**config.mk**
```make
export PLATFORM = sky130hd
export DESIGN_NAME = soc_event_fifo_mc_flat
export DESIGN_NICKNAME = d
export VERILOG_FILES = /design/src/rtl/soc_event_fifo_mc_if.sv /design/src/rtl/soc_event_fifo_mc.sv /design/src/flat_wrapper.sv
export SDC_FILE = /design/constraint.sdc
export NUM_CORES = 1
export LEC_CHECK = 0
export ABC_CLOCK_PERIOD_IN_PS = 3800
export CORE_MARGIN = 2
export CORE_UTILIZATION = 50
export DETAILED_ROUTE_END_ITERATION = 8
export PLACE_DENSITY_LB_ADDON = 0.25
export SLEW_MARGIN = 20
export SYNTH_ARGS = -nofsm -noshare
export SYNTH_HDL_FRONTEND = slang
export SYNTH_SLANG_ARGS = --single-unit
```
**constraint.sdc**
```tcl
create_clock -name clk_i -period 3.8 [get_ports clk_i]
set_input_delay 0.76 -clock clk_i [delete_from_list [all_inputs] [get_ports clk_i]]
set_output_delay 0.76 -clock clk_i [all_outputs]
set_load 0.02 [all_outputs]
```
**src/rtl/soc_event_fifo_mc_if.sv**
```systemverilog
// Peripheral-bus port of soc_event_fifo_mc: request/grant plus a one-cycle
// registered response. The bus master drives the request side.
interface soc_event_fifo_mc_if;
    logic        req_i;
    logic [31:0] add_i;
    logic        wen_i;
    logic [31:0] wdata_i;
    logic        gnt_o;
    logic        r_valid_o;
    logic [31:0] r_rdata_o;

    modport master (output req_i, add_i, wen_i, wdata_i, input gnt_o, r_valid_o, r_rdata_o);
    modport slave  (input req_i, add_i, wen_i, wdata_i, output gnt_o, r_valid_o, r_rdata_o);
endinterface

```
**src/rtl/soc_event_fifo_mc.sv**
```systemverilog
// Multi-channel event FIFO: round-robin producer arbiter, register-mapped pop/peek/status/threshold.
// Define SOC_EVENT_FIFO_CHAN_TAG_EN to store and return the source channel index with each entry.
module soc_event_fifo_mc #(
    parameter int unsigned NUM_CHAN   = 4,
    parameter int unsigned ID_WIDTH   = 8,
    parameter int unsigned FIFO_DEPTH = 6
) (
    input  logic                         clk_i,
    input  logic                         rst_i,
    input  logic [NUM_CHAN-1:0]          chan_valid_i,
    output logic [NUM_CHAN-1:0]          chan_ready_o,
    input  logic [NUM_CHAN*ID_WIDTH-1:0] chan_data_i,
    soc_event_fifo_mc_if.slave           bus,
    output logic                         incoming_evt_o,
    output logic                         irq_o
);
    localparam int unsigned CH_W  = (NUM_CHAN > 1) ? $clog2(NUM_CHAN) : 1;
    localparam int unsigned PTR_W = $clog2(FIFO_DEPTH);
    localparam int unsigned CNT_W = $clog2(FIFO_DEPTH + 1);

    logic [ID_WIDTH-1:0] mem_q [FIFO_DEPTH];
    logic [ID_WIDTH-1:0] mem_d [FIFO_DEPTH];
`ifdef SOC_EVENT_FIFO_CHAN_TAG_EN
    logic [CH_W-1:0]     tag_q [FIFO_DEPTH];
    logic [CH_W-1:0]     tag_d [FIFO_DEPTH];
`endif
    logic [PTR_W-1:0]    wr_ptr_q, wr_ptr_d, rd_ptr_q, rd_ptr_d;
    logic [CNT_W-1:0]    count_q, count_d;
    logic [CH_W-1:0]     rr_q, rr_d;
    logic                ovf_q, ovf_d;
    logic [15:0]         thr_q, thr_d;
    logic                r_valid_q, r_valid_d;
    logic [31:0]         r_rdata_q, r_rdata_d;

    logic                full, empty, grant_found, push, pop, rd_req, wr_req;
    logic [CH_W-1:0]     grant_idx, chan_c;
    logic [ID_WIDTH-1:0] push_id;
    logic [1:0]          sel;
    logic [31:0]         head_word, status_word;
    logic                unused_bits;

    function automatic logic [PTR_W-1:0] ptr_inc(input logic [PTR_W-1:0] p);
        return (p == PTR_W'(FIFO_DEPTH - 1)) ? '0 : p + PTR_W'(1);
    endfunction

    assign full  = (count_q == CNT_W'(FIFO_DEPTH));
    assign empty = (count_q == '0);

    // First requesting channel at or after the round-robin pointer.
    always_comb begin
        grant_found = 1'b0;
        grant_idx   = '0;
        chan_c      = '0;
        for (int unsigned i = 0; i < NUM_CHAN; i++) begin
            chan_c = CH_W'((32'(rr_q) + i) % NUM_CHAN);
            if (!grant_found && chan_valid_i[chan_c]) begin
                grant_found = 1'b1;
                grant_idx   = chan_c;
            end
        end
    end

    assign push         = grant_found && !full;
    assign chan_ready_o = push ? (NUM_CHAN'(1) << grant_idx) : '0;
    assign push_id      = chan_data_i[32'(grant_idx)*ID_WIDTH +: ID_WIDTH];

    assign sel    = bus.add_i[3:2];
    assign rd_req = bus.req_i && bus.wen_i;
    assign wr_req = bus.req_i && !bus.wen_i;
    assign pop    = rd_req && (sel == 2'd0) && !empty;

    always_comb begin
        head_word                 = '0;
        head_word[ID_WIDTH-1:0]   = mem_q[rd_ptr_q];
`ifdef SOC_EVENT_FIFO_CHAN_TAG_EN
        if (NUM_CHAN > 1) head_word[ID_WIDTH +: CH_W] = tag_q[rd_ptr_q];
`endif
        head_word[31]             = !empty;
    end

    assign status_word = {14'd0, full, ovf_q, 16'(count_q)};

    always_comb begin
        r_valid_d = bus.req_i;
        r_rdata_d = '0;
        if (rd_req) begin
            case (sel)
                2'd0, 2'd1: r_rdata_d = head_word;
                2'd2:       r_rdata_d = status_word;
                default:    r_rdata_d = {16'd0, thr_q};
            endcase
        end
    end

    always_comb begin
        mem_d    = mem_q;
`ifdef SOC_EVENT_FIFO_CHAN_TAG_EN
        tag_d    = tag_q;
`endif
        wr_ptr_d = wr_ptr_q;
        rd_ptr_d = rd_ptr_q;
        rr_d     = rr_q;
        if (push) begin
            mem_d[wr_ptr_q] = push_id;
`ifdef SOC_EVENT_FIFO_CHAN_TAG_EN
            tag_d[wr_ptr_q] = grant_idx;
`endif
            wr_ptr_d = ptr_inc(wr_ptr_q);
            rr_d     = (grant_idx == CH_W'(NUM_CHAN - 1)) ? '0 : grant_idx + CH_W'(1);
        end
        if (pop) rd_ptr_d = ptr_inc(rd_ptr_q);
        count_d = count_q + CNT_W'(push) - CNT_W'(pop);

        // A set from a refused push outranks a software clear in the same cycle.
        ovf_d = ovf_q;
        if (wr_req && (sel == 2'd2) && bus.wdata_i[16]) ovf_d = 1'b0;
        if ((|chan_valid_i) && full) ovf_d = 1'b1;

        thr_d = thr_q;
        if (wr_req && (sel == 2'd3)) thr_d = bus.wdata_i[15:0];
    end

    always_ff @(posedge clk_i) begin
        if (rst_i) begin
            mem_q     <= '{default: '0};
`ifdef SOC_EVENT_FIFO_CHAN_TAG_EN
            tag_q     <= '{default: '0};
`endif
            wr_ptr_q  <= '0;
            rd_ptr_q  <= '0;
            count_q   <= '0;
            rr_q      <= '0;
            ovf_q     <= 1'b0;
            thr_q     <= 16'd1;
            r_valid_q <= 1'b0;
            r_rdata_q <= '0;
        end else begin
            mem_q     <= mem_d;
`ifdef SOC_EVENT_FIFO_CHAN_TAG_EN
            tag_q     <= tag_d;
`endif
            wr_ptr_q  <= wr_ptr_d;
            rd_ptr_q  <= rd_ptr_d;
            count_q   <= count_d;
            rr_q      <= rr_d;
            ovf_q     <= ovf_d;
            thr_q     <= thr_d;
            r_valid_q <= r_valid_d;
            r_rdata_q <= r_rdata_d;
        end
    end

    assign bus.gnt_o      = bus.req_i;
    assign bus.r_valid_o  = r_valid_q;
    assign bus.r_rdata_o  = r_rdata_q;
    assign incoming_evt_o = !empty;
    assign irq_o          = (thr_q != 16'd0) && (16'(count_q) >= thr_q);

    assign unused_bits = ^{bus.add_i[31:4], bus.add_i[1:0], bus.wdata_i[31:17]};
endmodule

```
**src/flat_wrapper.sv**
```systemverilog
// flat-port wrapper written by rule: the top's interface ports become plain ports
module soc_event_fifo_mc_flat 
#(
    parameter int unsigned NUM_CHAN   = 4,
    parameter int unsigned ID_WIDTH   = 8,
    parameter int unsigned FIFO_DEPTH = 6
)
  (clk_i, rst_i, chan_valid_i, chan_ready_o, chan_data_i, incoming_evt_o, irq_o, bus_req_i, bus_add_i, bus_wen_i, bus_wdata_i, bus_gnt_o, bus_r_valid_o, bus_r_rdata_o);
  soc_event_fifo_mc_if bus_i ();
  input  logic clk_i;
  input  logic rst_i;
  input  logic [NUM_CHAN-1:0] chan_valid_i;
  output logic [NUM_CHAN-1:0] chan_ready_o;
  input  logic [NUM_CHAN*ID_WIDTH-1:0] chan_data_i;
  output logic incoming_evt_o;
  output logic irq_o;
  input wire logic [$bits(bus_i.req_i)-1:0] bus_req_i;
  input wire logic [$bits(bus_i.add_i)-1:0] bus_add_i;
  input wire logic [$bits(bus_i.wen_i)-1:0] bus_wen_i;
  input wire logic [$bits(bus_i.wdata_i)-1:0] bus_wdata_i;
  output wire logic [$bits(bus_i.gnt_o)-1:0] bus_gnt_o;
  output wire logic [$bits(bus_i.r_valid_o)-1:0] bus_r_valid_o;
  output wire logic [$bits(bus_i.r_rdata_o)-1:0] bus_r_rdata_o;
  assign bus_i.req_i = bus_req_i;
  assign bus_i.add_i = bus_add_i;
  assign bus_i.wen_i = bus_wen_i;
  assign bus_i.wdata_i = bus_wdata_i;
  assign bus_gnt_o = bus_i.gnt_o;
  assign bus_r_valid_o = bus_i.r_valid_o;
  assign bus_r_rdata_o = bus_i.r_rdata_o;
  soc_event_fifo_mc #(.NUM_CHAN(NUM_CHAN), .ID_WIDTH(ID_WIDTH), .FIFO_DEPTH(FIFO_DEPTH)) u_core (.clk_i(clk_i), .rst_i(rst_i), .chan_valid_i(chan_valid_i), .chan_ready_o(chan_ready_o), .chan_data_i(chan_data_i), .bus(bus_i), .incoming_evt_o(incoming_evt_o), .irq_o(irq_o));
endmodule
```
== After elaboration in Yosys (flattened, before gate mapping) ==
Index checks and enable logic that the tools add are counted.
Storage, ports and cells
  register bits: 109
  input port bits: 104
  logic and storage cells: 98
Operators by class
  shifts and indexed selects: 2
  bitwise gates (word level): 3
  muxes and demuxes: 29
  reduce and logical (&&, ||, !) cells: 27
  $add $sub $neg: 8
  equality and inequality tests: 7
  $lt $le $gt $ge: 8
Operator list (count)
  32-bit case mux with 2 select lines: 1
  48-bit bitwise mux: 1
  32-bit by 6-bit indexed part select with 8-bit output: 1
  8-bit binary-select mux with 3-bit select: 1
  8-bit demux with 3-bit select: 1
  8-bit 2-to-1 mux: 3
  3-bit by 16-bit >= comparator with 1-bit output: 1
  16-bit nonzero test: 1
  1-bit logical AND: 14
  2-bit by 3-bit less-than comparator with 1-bit output, second input constant: 4
  1-bit 2-to-1 mux: 10
  2-bit 2-to-1 mux: 5
  3-bit equality test, second input constant: 3
  1-bit binary-select mux with 2-bit select: 4
  4-bit >= comparator, second input constant: 2
  3-bit NOT with 4-bit output: 2
  3-bit by 1-bit adder with 3-bit output, second input constant: 2
  2-bit equality test, second input constant: 3
  1-bit zero test: 6
  3-bit 2-to-1 mux: 2
  2-bit by 1-bit adder with 2-bit output, second input constant: 2
  2-bit adder, second input constant: 2
  4-bit by 1-bit less-than comparator with 1-bit output, second input constant: 1
  4-bit 2-to-1 mux: 1
  other kinds (10): 11

== Depth between registers and ports, before layout ==
  depth in word-level cells: 15
  depth in mapped cells: 9

== Worst setup path after synthesis ==
OpenSTA, ideal clock, no wires.
  path type: input port to output port
  from: in chan_valid_i[0]
  to: out chan_ready_o[0]
  arrival time: 2.009 ns
  cell stages on the path: 7
  buffers on the path: 2
  setup slack: 1.031 ns
  cells stage by stage: a21oi_1 a2bb2oi_1 buf_2 buf_2 inv_1 ha_1 and3_1
Between the ends
  word-level cells in the longest chain between the ends: 14
  elaborated cells between the ends (all ways): 25
RTL lines
  from (decl): line flat_wrapper.sv:12  | input logic [NUM_CHAN-1:0] chan_valid_i;
  1-bit binary-select mux with 2-bit select: line soc_event_fifo_mc.sv:56  | if (!grant_found && chan_valid_i[chan_c]) begin
  1-bit 2-to-1 mux (not written as such): line soc_event_fifo_mc.sv:56
  1-bit 2-to-1 mux: line soc_event_fifo_mc.sv:56
  1-bit zero test: line soc_event_fifo_mc.sv:56
  1-bit logical AND: line soc_event_fifo_mc.sv:56
  1-bit 2-to-1 mux: line soc_event_fifo_mc.sv:56
  1-bit zero test: line soc_event_fifo_mc.sv:56
  1-bit logical AND: line soc_event_fifo_mc.sv:56
  1-bit 2-to-1 mux: line soc_event_fifo_mc.sv:56
  1-bit zero test: line soc_event_fifo_mc.sv:56
  1-bit logical AND: line soc_event_fifo_mc.sv:56
  2-bit 2-to-1 mux or 1-bit 2-to-1 mux (tied branches): line soc_event_fifo_mc.sv:56
  1-bit by 2-bit left shift with 4-bit output or 1-bit logical AND (tied branches): line soc_event_fifo_mc.sv:64, soc_event_fifo_mc.sv:63
  4-bit 2-to-1 mux (*): line soc_event_fifo_mc.sv:64  | assign chan_ready_o = push ? (NUM_CHAN'(1) << grant_idx) : '0;
  to (decl): line flat_wrapper.sv:13  | output logic [NUM_CHAN-1:0] chan_ready_o;
Every way passes the cells marked *; elsewhere a longest branch is shown, timed or not. The select of a mux whose other input is x is not followed.

== Final worst setup path ==
  from: in chan_valid_i[1]
  to: out chan_ready_o[1]
The elaborated chain is that of the path after synthesis.

==> run metrics <==
Post-synth EDFFs 0; unrepaired setup endpoints after global routing false; clock latency on the worst-skew pair around 0.37 ns; fin crit period about 3.7 ns; Distinct cells, synth 44; largest net degree at the start of global routing 34; top cell type's share of synthesized area 43.0%; initial antenna violation count 0; period utilization a little over nine tenths; top routing layer used met4; most used cell, CP clkdlybuf4s50_1; Area Growth Syn to Fin 24.3%; top cells by area, synth dfxtp_1, o221ai_1, mux2i_1; Synth Cell Area 4470 sq um; Critical-path top delay cell clkdlybuf4s50_1; setup TNS 0 ns; Critical Path RT ~3.0 ns; hpwl dp ~8000 um; htree depth 3; layout cells sized above 1 around 8.3%; first-pass GRT wire length around 18,000 um; Async S/R FF share, synth 0%; Top Ports between 100 and 150; Vias per Instance just under 6; # rows 34; PnR Total Power roughly 0.0025 W; number of buffers created by CTS 9; Core Box Area about 8700 sq um; Clock Skew roughly 0.016 ns; nets about 660; Synth Warn # 0; MaxCap Viol Count 0; Resized Gates After CTS 0; WS Path Type in2out; Slew Limit Fails 0; final global-route overflow total 0; CP max FO 6; setup ws final between 0.1 and 0.15 ns; initial detailed-routing violation count about 220; Metal-1 WL ~4700 um; FMAX 273 MHz; n_diodes 0; Clock Pin Slew Worst Setup and Hold Paths approximately 0.10 ns; DR WL met3 around 840 um; Startpoint Class input port; die area 9710 sq um; most used flip-flop cell after synthesis dfxtp_1; syn avg cell area between 9 and 10 sq um; drt pass-1 iters 5; Post-Synthesis Cells 467; status complete, no violations; Die Ht just under 100 um; Seq/Total Area, Yosys 43.0%; Die Wd between 90 and 100 um; slew margin rel. between 40% and 50%; slowest stage delay, CP roughly 0.53 ns; Place WS approximately 0.074 ns; GPL Wtd Cong just over 0.8; postcts setup bufs 0; Clock Sinks 96; final WL 11,100 um; pwr dens 458 nW/um^2; post-synth top area cell dfxtp_1; placed cell areas roughly 5300 sq um; crit path cell chain clkdlybuf4s50_1 > nand3b_1 > a2bb2oi_2 > inv_1 > ha_1 > and3_1 > clkdlybuf4s50_1; # DRC 0; initial core utilization about half; Hold Fails Final Rpt 0; Fin Hold WS ~0.46 ns; Root Buffer clkbuf_8; port bufs 85; GRT Overall Usage between 20% and 30%; vias in the first global route around 3,700; crit path DAT approximately 2.9 ns; worst hold path class reg2reg; Worst Setup End Kind output port; # setup viols final 0; Vias 3,854; VDD IR-drop max roughly 0.00023 V; TritonCTS clock tree done; routed wl met2 5460 um; LEAKAGE 2.04 nW; Max clock buf depth 2; Finished Cell Area 5550 sq um; Detail Route Antenna Nets 0; Worst-Margin Slew 0.794 ns; flops & latches, synth 96; hold_buf cts 0; wire per inst roughly 17 um
## cells in the final DEF, fill, tap and decap left out, types with 5 or more instances in the layout
cell and n:
a21oi_1 25, buf_4 13, mux4_2 8, conb_1 13, inv_1 17, ha_1 9, o221ai_1 48, a22o_1 5
and2_1 8, clkbuf_8 9, mux2i_1 31, nand3_1 9, nor2b_1 8, nand2_1 74, o22ai_1 8, dfxtp_1 96
nand3b_1 18, nor2_1 16, nor3_1 5, clkdlybuf4s50_1 85
## cells in the mapped netlist, drive strengths merged (6+ instances only)
master  count
dfxtp      96
o221ai     48
nand3      10
ha          9
mux4        8
nor3        6
inv        18
nor2       16
nand2      74
clkbuf     15
and2        9
a21oi      25
mux2i      31
o22ai       8
nor2b       8
nand3b     19
buf        26
## power breakdown
group | switching (W) | internal (W) | total, W
sequential | 0.0000703 | 0.00110 | 0.00117
combinational | 0.000377 | 0.000326 | 0.000703
clock | 0.000409 | 0.000264 | 0.000673
## flip-flops by register name, summed over array words and instances (netlist names)
register,flops
u_core.mem_q,48
u_core.bus.r_rdata_o,19
u_core.rd_ptr_q,3
u_core.count_q,3
u_core.ovf_q,1
u_core.wr_ptr_q,3
u_core.rr_q,2
u_core.bus.r_valid_o,1
u_core.thr_q,16
## cell type report
type,count,area [sq um]
clock buffer,9,124
clock inverter,7,81.3
fill,736,3120
inverter,18,67.6
multi-input combinational,324,2280
sequential,96,1920
tap,108,135
timing repair buffer,98,948
## metal layers
layer / vias up / global-route usage, %
li1: 1841 / -
met1: 1810 / 29.0
met2: 180 / 39.1
met3: 23 / 4.54
met4: 0 / 7.69
met5: - / 0
## path summary, 6_finish.rpt
check / from / end / slack (ns) / cells past startpoint
hold / removal: u_core.ovf_q / u_core.ovf_q / 0.46 / 2
setup / recovery: chan_valid_i[1] / chan_ready_o[1] / 0.14 / 7
setup reg to reg: u_core.count_q[1] / u_core.count_q[1] / 1.39 / 7
hold reg to reg: u_core.ovf_q / u_core.ovf_q / 0.46 / 2
## per-stage QoR
stage | instances | util (%)
after floorplan | 479 | -
after global placement | 642 | 61.5
after CTS | 658 | 63.8
final | 660 | 64.0
after detailed placement | 642 | 61.5
after global routing | 660 | 64.0
## worst max-delay path: cells and delay by family
| kind | cells | cell delay [ns] |
|---|---|---|
| fa+ha+maj | 1 | 0.20 |
| simple gates | 2 | 0.34 |
| compound gates | 1 | 0.46 |
| buf+inv | 3 | 1.13 |
## cell families (layout without fill, tap and decap cells)
logic type | Yosys count | after routing | synth area share (%)
and+or+nand+nor | 165 | 165 | 19.3
DFF | 96 | 96 | 43.0
AOI/OAI and AO/OA | 93 | 93 | 15.6
buffers and inverters | 59 | 132 | 7.22
muxes | 39 | 39 | 11.0
adders and majority gates | 10 | 10 | 2.97
xor gates and xnor gates | 4 | 4 | 0.784
other | 1 | 13 | 0.0839
Power figures use the tool's default switching activity.
